<file path="src/rtl/conv_stream_adapter_pkg.sv">
`default_nettype none
// ============================================================================
//  Module      : conv_stream_adapter_pkg
//  Description : Shared FSM state encoding and default bus width for the
//                converter stream adapter.
//  Revision    : 1.0
// ============================================================================
package conv_stream_adapter_pkg;

    localparam int unsigned c_DW_DEFAULT = 8;
    localparam int unsigned c_ST_W       = 2;

    typedef enum logic [c_ST_W-1:0] {
        S_IDLE   = 2'd0,
        S_LAUNCH = 2'd1,
        S_WAIT   = 2'd2,
        S_HOLD   = 2'd3
    } state_t;

endpackage
`default_nettype wire

</file>
<file path="src/rtl/conv_stream_adapter_sync_fifo.sv">
`default_nettype none
// ============================================================================
//  Module      : conv_stream_adapter_sync_fifo
//  Description : Single-clock FIFO holding {mode,data} words ahead of the
//                converter sequencer. No write-to-read bypass.
//  Revision    : 1.0
// ============================================================================
module conv_stream_adapter_sync_fifo #(
    parameter int DW         = 9,
    parameter int FIFO_DEPTH = 4
) (
    input  logic          clk,
    input  logic          reset,
    input  logic          push,
    input  logic          pop,
    input  logic [DW-1:0] din,
    output logic [DW-1:0] dout,
    output logic          full,
    output logic          empty
);

    localparam int c_AW = $clog2(FIFO_DEPTH);

    logic [c_AW:0]   r_wr_ptr;
    logic [c_AW:0]   r_rd_ptr;
    logic [DW-1:0]   r_mem [FIFO_DEPTH];
    logic            w_push_ok;
    logic            w_pop_ok;

    // Extra pointer MSB distinguishes a full ring from an empty one.
    assign empty     = (r_wr_ptr == r_rd_ptr);
    assign full      = (r_wr_ptr[c_AW] != r_rd_ptr[c_AW]) &&
                       (r_wr_ptr[c_AW-1:0] == r_rd_ptr[c_AW-1:0]);
    assign w_push_ok = push & ~full;
    assign w_pop_ok  = pop & ~empty;
    assign dout      = r_mem[r_rd_ptr[c_AW-1:0]];

    always_ff @(posedge clk) begin
        if (reset) begin
            r_wr_ptr <= '0;
            r_rd_ptr <= '0;
            for (int i = 0; i < FIFO_DEPTH; i++) begin
                r_mem[i] <= '0;
            end
        end else begin
            if (w_push_ok) begin
                r_mem[r_wr_ptr[c_AW-1:0]] <= din;
                r_wr_ptr                  <= r_wr_ptr + 1'b1;
            end
            if (w_pop_ok) begin
                r_rd_ptr <= r_rd_ptr + 1'b1;
            end
        end
    end

endmodule
`default_nettype wire

</file>
<file path="src/rtl/conv_stream_adapter.sv">
`default_nettype none
// ============================================================================
//  Module      : conv_stream_adapter
//  Description : Buffers words from a valid/ready stream, sequences one
//                converter start/done exchange per word and returns results
//                on a valid/ready stream with a sticky timeout flag.
//  Revision    : 1.0
// ============================================================================
module conv_stream_adapter
    import conv_stream_adapter_pkg::*;
#(
    parameter int DW          = c_DW_DEFAULT,
    parameter int FIFO_DEPTH  = 4,
    parameter int TIMEOUT_CYC = 64
) (
    input  logic          clk,
    input  logic          reset,
    input  logic          in_valid,
    output logic          in_ready,
    input  logic [DW-1:0] in_data,
    input  logic          in_mode,
    output logic [DW-1:0] cv_data_in,
    output logic          cv_start,
    output logic          cv_convert,
    input  logic [DW-1:0] cv_data_out,
    input  logic          cv_done,
    output logic          out_valid,
    input  logic          out_ready,
    output logic [DW-1:0] out_data,
    output logic          out_mode,
    output logic          busy,
    output logic          timeout_err
);

    localparam int c_CW = $clog2(TIMEOUT_CYC) + 1;

    state_t          r_state;
    state_t          w_state_nxt;
    logic            r_rdy_en;
    logic            r_done_q;
    logic            r_timeout;
    logic [c_CW-1:0] r_cnt;
    logic [c_CW-1:0] w_cnt_inc;
    logic [DW-1:0]   r_cv_data;
    logic            r_cv_mode;
    logic [DW-1:0]   r_out_data;
    logic            r_out_mode;
    logic            w_push;
    logic            w_pop;
    logic            w_fifo_full;
    logic            w_fifo_empty;
    logic [DW:0]     w_fifo_dout;
    logic            w_done_rise;
    logic            w_timeout_hit;

    // Held low for the first cycle out of reset so in_ready reads 0 in reset.
    assign in_ready      = r_rdy_en & ~w_fifo_full;
    assign w_push        = in_valid & in_ready;
    assign w_done_rise   = cv_done & ~r_done_q;
    assign w_cnt_inc     = r_cnt + 1'b1;
    assign w_timeout_hit = (w_cnt_inc == c_CW'(TIMEOUT_CYC - 1));

    conv_stream_adapter_sync_fifo #(
        .DW         (DW + 1),
        .FIFO_DEPTH (FIFO_DEPTH)
    ) u_fifo (
        .clk   (clk),
        .reset (reset),
        .push  (w_push),
        .pop   (w_pop),
        .din   ({in_mode, in_data}),
        .dout  (w_fifo_dout),
        .full  (w_fifo_full),
        .empty (w_fifo_empty)
    );

    always_ff @(posedge clk) begin
        if (reset) begin
            r_state <= S_IDLE;
        end else begin
            r_state <= w_state_nxt;
        end
    end

    always_comb begin
        w_state_nxt = r_state;
        w_pop       = 1'b0;
        case (r_state)
            S_IDLE: begin
                if (!w_fifo_empty) begin
                    w_pop       = 1'b1;
                    w_state_nxt = S_LAUNCH;
                end
            end
            S_LAUNCH: w_state_nxt = S_WAIT;
            S_WAIT: begin
                if (w_done_rise) begin
                    w_state_nxt = S_HOLD;
                end else if (w_timeout_hit) begin
                    w_state_nxt = S_IDLE;
                end
            end
            S_HOLD: begin
                if (out_ready) begin
                    w_state_nxt = S_IDLE;
                end
            end
            default: w_state_nxt = S_IDLE;
        endcase
    end

    always_ff @(posedge clk) begin
        if (reset) begin
            r_rdy_en   <= 1'b0;
            r_done_q   <= 1'b0;
            r_timeout  <= 1'b0;
            r_cnt      <= '0;
            r_cv_data  <= '0;
            r_cv_mode  <= 1'b0;
            r_out_data <= '0;
            r_out_mode <= 1'b0;
        end else begin
            r_rdy_en <= 1'b1;
            r_done_q <= cv_done;
            if (w_pop) begin
                {r_cv_mode, r_cv_data} <= w_fifo_dout;
            end
            // Done edge wins over the timeout in the same cycle.
            if (r_state == S_LAUNCH) begin
                r_cnt <= '0;
            end else if (r_state == S_WAIT && !w_done_rise) begin
                r_cnt <= w_cnt_inc;
                if (w_timeout_hit) begin
                    r_timeout <= 1'b1;
                end
            end
            if (r_state == S_WAIT && w_done_rise) begin
                r_out_data <= cv_data_out;
                r_out_mode <= r_cv_mode;
            end
        end
    end

    assign cv_data_in  = r_cv_data;
    assign cv_convert  = r_cv_mode;
    assign cv_start    = (r_state == S_LAUNCH);
    assign out_valid   = (r_state == S_HOLD);
    assign out_data    = r_out_data;
    assign out_mode    = r_out_mode;
    assign busy        = (r_state != S_IDLE) | ~w_fifo_empty;
    assign timeout_err = r_timeout;

endmodule
`default_nettype wire
</file>
<file path="config.mk">
export PLATFORM = sky130hd
export DESIGN_NAME = conv_stream_adapter
export DESIGN_NICKNAME = d
export VERILOG_FILES = /design/src/rtl/conv_stream_adapter_pkg.sv /design/src/rtl/conv_stream_adapter_sync_fifo.sv /design/src/rtl/conv_stream_adapter.sv
export SDC_FILE = /design/constraint.sdc
export NUM_CORES = 1
export LEC_CHECK = 0
export ABC_AREA = 1
export CAP_MARGIN = 20
export CORE_MARGIN = 2
export CORE_UTILIZATION = 45
export CTS_BUF_LIST = sky130_fd_sc_hd__clkbuf_2
export CTS_CLUSTER_DIAMETER = 30
export CTS_CLUSTER_SIZE = 30
export DETAILED_ROUTE_END_ITERATION = 16
export PLACE_DENSITY = 0.79
export SYNTH_ARGS = -nofsm -noshare
export SYNTH_HDL_FRONTEND = slang
export SYNTH_HIERARCHICAL = 1
export SYNTH_SLANG_ARGS = --single-unit
</file>
<file path="constraint.sdc">
create_clock -name clk -period 8.75 [get_ports clk]
set_input_delay 2.625 -clock clk [delete_from_list [all_inputs] [get_ports clk]]
set_output_delay 2.625 -clock clk [all_outputs]
set_load 0.1 [all_outputs]
</file>
Word-level counts from Yosys, hierarchy flattened

Memories as Yosys holds them, arrays and structs flattened. A register that Yosys moved wholly into a read port is not among the register bits.
Index checks and enable logic that the tools add are counted.

Flip-flop bits (word level): 27
Latch bits: 0
Bits in writable memories: 36
Memory bits (read-only): 0
Input port bits: 22
Output and inout bits: 23
Logic and storage cells: 59
Memories: 1

Memories:

| memory       | words | width | rd ports | clocked after Yosys merged registers in | write ports | line                                | text |
|---|---|---|---|---|---|---|---|
| u_fifo.r_mem | 4     | 9     | 1        | 1                                       | 4           | conv_stream_adapter_sync_fifo.sv:26 | `logic [DW-1:0] r_mem [FIFO_DEPTH];` |

$add $sub $neg: 3
Multipliers: 0
Divide/modulo/power cells: 0
Magnitude comparators: 0
Eq/ne operators: 10
Shift operators: 0
Mux-type cells: 16
Bitwise operators: 10
Reduce and logical (&&, ||, !) cells: 10

Operators by type and width:

| cell                                                  | number |
|---|---|
| two-way mux 2 bit                                     | 5 |
| two-way mux 1 bit                                     | 9 |
| two-way mux 9 bit                                     | 1 |
| OR reduction 9 bit                                    | 1 |
| case mux 2 bit (4 select lines)                       | 1 |
| adder 7 x 1 -> 7 bit, second input constant           | 1 |
| equality test 7 x 6 -> 1 bit, second input constant   | 1 |
| adder 3 x 1 -> 3 bit, second input constant           | 2 |
| AND reduction 3 bit                                   | 2 |
| AND 1 bit                                             | 5 |
| equality test 2 bit, second input constant            | 2 |
| inverter 1 bit                                        | 4 |
| equality test 3 bit                                   | 1 |
| logical AND 1 bit                                     | 3 |
| inequality test 3 bit, second input constant          | 1 |
| equality test 2 x 1 -> 1 bit, second input constant   | 1 |
| equality test 2 bit                                   | 1 |
| zero test 2 bit                                       | 1 |
| inequality test 2 x 1 -> 1 bit, second input constant | 1 |
| inequality test 2 bit, second input constant          | 1 |
| nonzero test 2 bit                                    | 1 |
| OR reduction 2 bit                                    | 1 |
| zero test 1 bit                                       | 1 |
| inequality test 1 bit                                 | 1 |
| OR 1 bit                                              | 1 |

Logic depth before layout (Yosys ltp)

Gate-level depths: netlist (run 1).

Depth after elaboration: 11
Depth in mapped cells: 12
Gate-level depth less buffers: 12

Modules after synthesis

The synthesis (run 1) kept the hierarchy.

By module, submodules not included:

| module                        | times used | cells an instance | area each (µm²) | sequential area each (µm²) |
|---|---|---|---|---|
| conv_stream_adapter_sync_fifo | 1          | 201               | 2167.1          | 1241.2 |
| conv_stream_adapter           | 1          | 177               | 1261.2          | 600.6 |

Worst setup path before layout (run 1)

OpenSTA, ideal clock, no wires.

Path kind: register to output
From: register u_fifo.r_rd_ptr[2]
To: output in_ready
Arrival: 2009 ps
Data required time: 6125 ps
Slack: 4116 ps
Stages on the path, launching flop included: 7
Buffers on the path: 0
Cells stage by stage: dfxtp_1 inv_1 nand2_1 nand2_2 nand3_4 inv_1 nor2_1

Word-level cells in the longest chain between the ends: 4

RTL lines:

| what                   | line                                | text |
|---|---|---|
| start, declared        | conv_stream_adapter_sync_fifo.sv:25 | `logic [c_AW:0] r_rd_ptr;` |
| start signal, assigned | conv_stream_adapter_sync_fifo.sv:51 | `r_rd_ptr <= r_rd_ptr + 1'b1;` |
| inequality test 1 bit  | conv_stream_adapter_sync_fifo.sv:32 | `assign full = (r_wr_ptr[c_AW] != r_rd_ptr[c_AW]) &&` |
| logical AND 1 bit      | conv_stream_adapter_sync_fifo.sv:32 |  |
| named net w_fifo_full  | conv_stream_adapter.sv:50           | `logic w_fifo_full;` |
| inverter 1 bit         | conv_stream_adapter.sv:57           | `assign in_ready = r_rdy_en & ~w_fifo_full;` |
| AND 1 bit              | conv_stream_adapter.sv:57           |  |
| end, declared          | conv_stream_adapter.sv:19           | `output logic in_ready,` |

The timed path passes the listed nets, and every way through them passes these cells.

Final worst setup path (run 1)

From: register u_fifo.r_wr_ptr[0]
To: output busy

Word-level cells in the longest chain between the ends: 3

RTL lines:

| what                   | line                                | text |
|---|---|---|
| start, declared        | conv_stream_adapter_sync_fifo.sv:24 | `logic [c_AW:0] r_wr_ptr;` |
| start signal, assigned | conv_stream_adapter_sync_fifo.sv:48 | `r_wr_ptr <= r_wr_ptr + 1'b1;` |
| equality test 3 bit    | conv_stream_adapter_sync_fifo.sv:31 | `assign empty = (r_wr_ptr == r_rd_ptr);` |
| named net w_fifo_empty | conv_stream_adapter.sv:51           | `logic w_fifo_empty;` |
| inverter 1 bit         | conv_stream_adapter.sv:150          | `assign busy = (r_state != S_IDLE) \| ~w_fifo_empty;` |
| OR 1 bit               | conv_stream_adapter.sv:150          |  |
| end, declared          | conv_stream_adapter.sv:31           | `output logic busy,` |

The timed path passes the listed nets, and every way through them passes these cells.

==> metrics.log, run 1 <==
INFO  metric crit_path_end_kind = output pin
INFO  metric timing.final.hold_violations = 0
INFO  metric pin_count = between 40 and 50
INFO  metric synthesis.area_per_instance = 9.07 sq um
INFO  metric ctsLongestPathBuffers = 2
INFO  metric grt_start_max_net_pins = 22
INFO  metric numClockSinks = 74
INFO  metric final_setup_violation_count = 0
INFO  metric simple_logic_cell_fraction_of_the_synthesized_area = 0.260
INFO  metric number_of_instances_resized_during_post_cts_repair = 0
INFO  metric cp_data_arrival_time = 3320 ps
INFO  metric most-common-layout-cells = nor2_1 (83), o21ai_0 (49), clkdlybuf4s50_1 (44)
INFO  metric synth.lib_cells_used.distinct = 30
INFO  metric mostFrequentLayoutCell = nor2_1
INFO  metric postCtsHoldBufs = 0
INFO  metric cts_buffers = 9
INFO  metric drive_above_1_share = 0.141
INFO  metric global_route_wire_length_before_repair = 12200 um
INFO  metric timing.reg2reg.setup_slack = approximately 4700 ps
INFO  metric clock_tree.root_cell = clkbuf_2
INFO  metric drc = 0
INFO  metric filler_cell_count = 625
INFO  metric leakagePower = approximately 0.0016 uW
INFO  metric post_synth_fa_ha_maj_area_fraction = 0.0146
INFO  metric finalInstanceArea = 4080 sq um
INFO  metric post_synth_instance_area = ~3400 sq um
INFO  metric outcome = finished clean
INFO  metric gp_congestion = 0.865
INFO  metric grt_setup_unrepaired = false
INFO  metric cts_htree_levels = 3
INFO  metric start_util = 0.468
INFO  metric fp.dieW = 91.3 um
INFO  metric period_needed = around 6000 ps
INFO  metric drt-pass1-iter-count = 4
INFO  metric fin_skew = 32.2 ps
INFO  metric slew-limit-headroom = 0.332
INFO  metric largest_family_of_logic_cells_by_synthesized_area = simple AND/OR/NAND/NOR gates
INFO  metric max-vdd-ir-drop = roughly 0.087 mV
INFO  metric max_slew.worst_pin.slew = ~1000 ps
INFO  metric hpwl = around 5400 um
INFO  metric io_port_bufs = 44
INFO  metric dpl_cell_area = 3910 sq um
INFO  metric mappedNetlistNets = 404
INFO  metric worst-endpoint-required = ~6100 ps
INFO  metric yosys_warnings = 6
INFO  metric start_kind = flip-flop
INFO  metric via_per_inst = 5.27
INFO  metric yosysTopAreaCellShare = 0.315
INFO  metric worstHoldPathType = flip-flop to flip-flop
INFO  metric synth.top_cells.by_area = edfxtp_1 (32%), dfxtp_1 (22%), nor2_1 (9.1%)
INFO  metric async_s_r_ff_share_synth = 0
INFO  metric power.density_cell_area = 266 nW/um^2
INFO  metric count_of_inserted_antenna_diode_cells = 0
INFO  metric post_synth_xor_area_fraction = 0.00511
INFO  metric netlist_instances = 378
INFO  metric rows = 31
INFO  metric clkTransAtPathRegs = approximately 220 ps
INFO  metric post-synth-top-area-cell = edfxtp_1
INFO  metric compound_gate_portion_of_the_synthesized_area = 0.113
INFO  metric post_cts_buffers = 0
INFO  metric finalSetupTns = 0 ps
INFO  metric crit_fanout = 13
INFO  metric ys_seq_elements = between 70 and 80
INFO  metric die_area = 8330 sq um
INFO  metric cts_tree = done
INFO  metric num_vias = roughly 2800
INFO  metric synth.area.mux_share = 0
INFO  metric timing.max_cap.violations = 0
INFO  metric report.final.slew_viol_count = 0
INFO  metric flow.area_growth_from_synthesis = 18.9%
INFO  metric avgRoutedWirePerCell = 14.2 um
INFO  metric critical_path_class = flip-flop to output pin
INFO  metric grt_antenna_before_repair = 0
INFO  metric grt.overflow.total = 0
INFO  metric postRouteWirelength = 7470 um
INFO  metric top_achievable_clock_speed = 168 MHz
INFO  metric fin_crit_sh = 0.679
INFO  metric clk-insertion-delay-late = a little under 500 ps
INFO  metric first_global_vias = ~2500
INFO  metric ys_seq_area_frac = 0.537
INFO  metric die_h = 91.3 um
INFO  metric drtAntennaViolNets = 0
INFO  metric drt_iter0_markers = 168
INFO  metric ys_dominant_reg_cell = dfxtp_1
INFO  metric track_usage = 0.187
INFO  metric design.core.area = between 7000 and 8000 sq um
INFO  metric nNetsFinal = 447
INFO  metric synth-edff-count = 36
sequential cells by signal, indices dropped and copies added, names as in the netlist, 2 cells and up, named ones only:
signal / count
u_fifo/r_mem: 36
r_state: 2
out_data: 8
u_fifo/r_rd_ptr: 3
cv_data_in: 8
r_cnt: 7
u_fifo/r_wr_ptr: 3
power breakdown:
group	switching, uW	internal, uW	leakage [uW]
registers	32.7	407	0.000683
logic	305	97.9	0.000830
clock network	119	124	0.0000966
total	457	628	0.00161
path summary, 6_finish.rpt:
path | start | to | cells past startpoint
max | u_fifo/r_wr_ptr[0] | busy | 7
min | out_data[0] | out_data[0] | 2
max reg2reg | u_fifo/r_wr_ptr[0] | u_fifo/r_mem[1][0] | 9
min reg2reg | out_data[0] | out_data[0] | 2
through the flow:
stage               setup WS, ps  hold slack, ps  std cells  power [uW]   util
floorplan                   4120             480        378         756      -
global placement            3050             449        507         839  0.534
detailed placement          2880             475        507         848  0.534
CTS                         2770             505        523        1090  0.555
global route                2570             533        525        1140  0.556
finish                      2810             502        525        1090  0.556
cells in the mapped netlist (2+ instances only):
cell type and number:
o21ai_0 49, dfxtp_1 38, buf_6 3, o21bai_1 2, nand2_2 3, buf_2 4, clkinv_1 3, edfxtp_1 36
a21oi_1 8, nand4_1 2, ha_1 4, nand3_1 6, nor2_2 2, nor2_1 83, nor3_2 28, clkbuf_1 7
inv_2 3, o22ai_1 9, nand3_2 2, nand2_1 39, inv_1 37, xor2_1 2
metal layers:
| layer | GRT usage | part of all wire | up-vias |
|---|---|---|---|
| li1 | - | - | 1348 |
| met1 | 0.246 | 0.43 | 1279 |
| met2 | 0.289 | 0.46 | 125 |
| met3 | 0.0515 | 0.084 | 15 |
| met4 | 0.0846 | 0.022 | 0 |
| met5 | 0 | 0 | - |
cell families after synthesis:
family,Yosys count
xor+xnor,2
flops,74
fa+ha+maj,4
buf+inv,57
simple gates,169
compound gates,72
final cells by class:
type                            count  area [sq um]  share of cell area
Inverter                           43           161              0.0396
Multi-Input combinational cell    247          1350               0.330
Clock inverter                      6           105              0.0258
Timing Repair Buffer               46           450               0.110
Clock buffer                       10          50.0              0.0123
Tap cell                           99           124              0.0304
Sequential cell                    74          1840               0.452
worst max-delay path: stages (launching register included):
cell	delay, ps
dfxtp_1	770
inv_2	290
nand2_1	130
nand2_1	110
nand3_1	170
inv_1	90
nand2_1	140
clkdlybuf4s50_1	1150
Power figures use the tool's default switching activity.
==> run 2, diff against run 1 <==
Clock period 8.75 ns to 5.51 ns, I/O delays scaled along.
==> run 2 against run 1 <==
  * Global-route usage fell by 0.63 points
  * Sequential power rose by 59%
  * Sequential share of layout area rose by 0.36 points
  * Combinational power rose by 59%
  * First-iteration DRC count fell by 18%
  * Critical path depth did not move
  * Setup slack got worse by 1500 ps
  * Routed wire length fell by 5.0%
  * Clock skew fell by 12 ps
  * Core utilization fell by 0.44 points
  * Clock power rose by 24%
  * Critical endpoint unchanged
==> metrics.log, run 2 (synthesized netlist as in run 1, its figures left out) <==
INFO  metric track_usage = 0.181 (-0.00627)
INFO  metric crit_path_end_kind = output pin
INFO  metric most-common-layout-cells = nor2_1 (83), o21ai_0 (49), clkdlybuf4s50_1 (42)
INFO  metric via_per_inst = 5.10 (-3.3%)
INFO  metric drtAntennaViolNets = 0 (unchanged)
INFO  metric grt.overflow.total = 0 (unchanged)
INFO  metric flow.area_growth_from_synthesis = 18.0%
INFO  metric start_kind = flip-flop
INFO  metric mostFrequentLayoutCell = nor2_1
INFO  metric startpoint = u_fifo/r_wr_ptr[0]
INFO  metric crit_fanout = 13 (unchanged)
INFO  metric timing.rr.end = u_fifo/r_mem[0][8]
INFO  metric worstHoldPathType = flip-flop to flip-flop
INFO  metric crit_path_frequent_cell = nand2_1
INFO  metric hpwl = 5230 um (-2.8%)
INFO  metric post_cts_buffers = 0 (unchanged)
INFO  metric drt-pass1-iter-count = 4 (unchanged)
INFO  metric outcome = finished clean
INFO  metric max-vdd-ir-drop = 0.162 mV (+86%)
INFO  metric filler_cell_count = 613 (-1.9%)
INFO  metric finalInstanceArea = 4050 sq um (-0.80%)
INFO  metric design.core.area = 7330 sq um (unchanged)
INFO  metric crit_path_cell_trace = inv_2, nand2_1, nand2_1, nand3_1, inv_1, nand2_1, buf_4
INFO  metric slew-limit-headroom = 0.342 (+0.0106)
INFO  metric global_route_wire_length_before_repair = 11800 um (-3.4%)
INFO  metric timing.max_cap.violations = 0 (unchanged)
INFO  metric cts_tree = done
INFO  metric leakagePower = 0.00158 uW (-1.7%)
INFO  metric dpl_cell_area = 3930 sq um (+0.45%)
INFO  metric drive_above_1_share = 0.148 (+0.00670)
INFO  metric slowest_delay = 780 ps (-370 ps)
INFO  metric critical_path_class = flip-flop to output pin
INFO  metric die_h = 91.3 um (unchanged)
INFO  metric power.density_cell_area = 404 nW/um^2 (+52%)
INFO  metric final_setup_violation_count = 0 (unchanged)
INFO  metric number_of_instances_resized_during_post_cts_repair = 0 (unchanged)
INFO  metric top_achievable_clock_speed = roughly 240 MHz
INFO  metric cp_data_arrival_time = 2510 ps (-810 ps)
INFO  metric rows = 31 (unchanged)
INFO  metric grt_setup_unrepaired = false
INFO  metric grt_antenna_before_repair = 0 (unchanged)
INFO  metric timing.reg2reg.setup_slack = 2330 ps (-2370 ps)
INFO  metric timing.final.hold_violations = 0 (unchanged)
INFO  metric finalSetupTns = 0 ps (unchanged)
INFO  metric grt_start_max_net_pins = 22 (unchanged)
INFO  metric period_needed = 4170 ps
INFO  metric cts_htree_levels = 3 (unchanged)
INFO  metric worst-endpoint-required = 3860 ps (-2260 ps)
INFO  metric avgRoutedWirePerCell = 13.5 um (-5.2%)
INFO  metric crit_family = flip-flops
INFO  metric critical_path.reg2reg.startpoint = u_fifo/r_wr_ptr[0]
INFO  metric first_global_vias = 2479 (-1.8%)
INFO  metric crit_slowest_cell = dfxtp_1
INFO  metric die_area = 8330 sq um (unchanged)
INFO  metric cts_buffers = 9 (unchanged)
INFO  metric numClockSinks = 74 (unchanged)
INFO  metric nNetsFinal = 448 (+0.22%)
INFO  metric io_port_bufs = 44 (unchanged)
INFO  metric postRouteWirelength = 7100 um (-5.0%)
INFO  metric clk-insertion-delay-late = 510 ps (+20 ps)
INFO  metric report.final.slew_viol_count = 0 (unchanged)
INFO  metric fin_skew = 20.3 ps (-11.9 ps)
INFO  metric worst-r2r-cell-count = 9 (unchanged)
INFO  metric postCtsHoldBufs = 0 (unchanged)
INFO  metric worst_setup_path_endpoint = busy
INFO  metric total_buffers_and_inverters_traversed_by_the_critical_path = 3 (unchanged)
INFO  metric ctsLongestPathBuffers = 2 (unchanged)
INFO  metric fin_crit_sh = 0.756
INFO  metric number_of_flip_flops_under_the_largest_register_name = 36 (unchanged)
INFO  metric clkTransAtPathRegs = 220 ps (about the same)
INFO  metric count_of_inserted_antenna_diode_cells = 0 (unchanged)
INFO  metric pin_count = 45 (unchanged)
INFO  metric fp.dieW = 91.3 um (unchanged)
INFO  metric num_vias = 2682 (-3.1%)
INFO  metric clock_tree.root_cell = clkbuf_2
INFO  metric max_slew.worst_pin.slew = 984 ps (-16.8 ps)
INFO  metric regMostFlops = u_fifo/r_mem
INFO  metric gp_congestion = 0.800 (-7.5%)
INFO  metric start_util = 0.468 (unchanged)
INFO  metric drc = 0 (unchanged)
INFO  metric path_depth = 7 (unchanged)
INFO  metric drt_iter0_markers = 138 (-18%)
-- run 2: power breakdown --
group          switching (uW)  internal, uW  leakage, uW
Clock                     197           102    0.0000599
Combinational             486           155     0.000839
Sequential               49.9           646     0.000683
-- run 2: how the worst min path moves through the flow --
| stage | startpoint | to | slack (ps) | cells past startpoint |
|---|---|---|---|---|
| after floorplan | r_cnt[0] | r_cnt[0] | 480 | 2 |
| after global placement | timeout_err | timeout_err | 450 | 1 |
| after detailed placement | timeout_err | timeout_err | 460 | 1 |
| after CTS | out_data[2] | out_data[2] | 500 | 2 |
| after global routing | timeout_err | timeout_err | 530 | 1 |
| final | timeout_err | timeout_err | 500 | 1 |
-- run 2: per-stage QoR --
stage               instances  worst slack [ps]  total power (uW)   util  hold slack [ps]
finish                    526              1340              1640  0.552              495
global route              526              1110              1720  0.552              529
CTS                       526              1310              1640  0.552              502
detailed placement        510              1410              1350  0.536              457
global placement          510              1460              1330  0.536              448
floorplan                 378              1850              1200      -              480
-- run 2: cell type report --
type | count | area, sq um | share of cell area
clock inverters | 7 | 70.1 | 0.0173
multi-input cells | 247 | 1350 | 0.333
inverters | 43 | 161 | 0.0399
repair buffers | 47 | 458 | 0.113
clock buffers | 9 | 45.0 | 0.0111
flip-flops and latches | 74 | 1840 | 0.455
well taps | 99 | 124 | 0.0306
-- run 2: layer usage --
| layer | GRT usage | up-vias | wire, um |
|---|---|---|---|
| li1 | - | 1348 | - |
| met1 | 0.245 | 1248 | 3360 |
| met2 | 0.280 | 73 | 3290 |
| met3 | 0.0440 | 13 | 329 |
| met4 | 0.0720 | 0 | 117 |
| met5 | 0 | - | 0 |
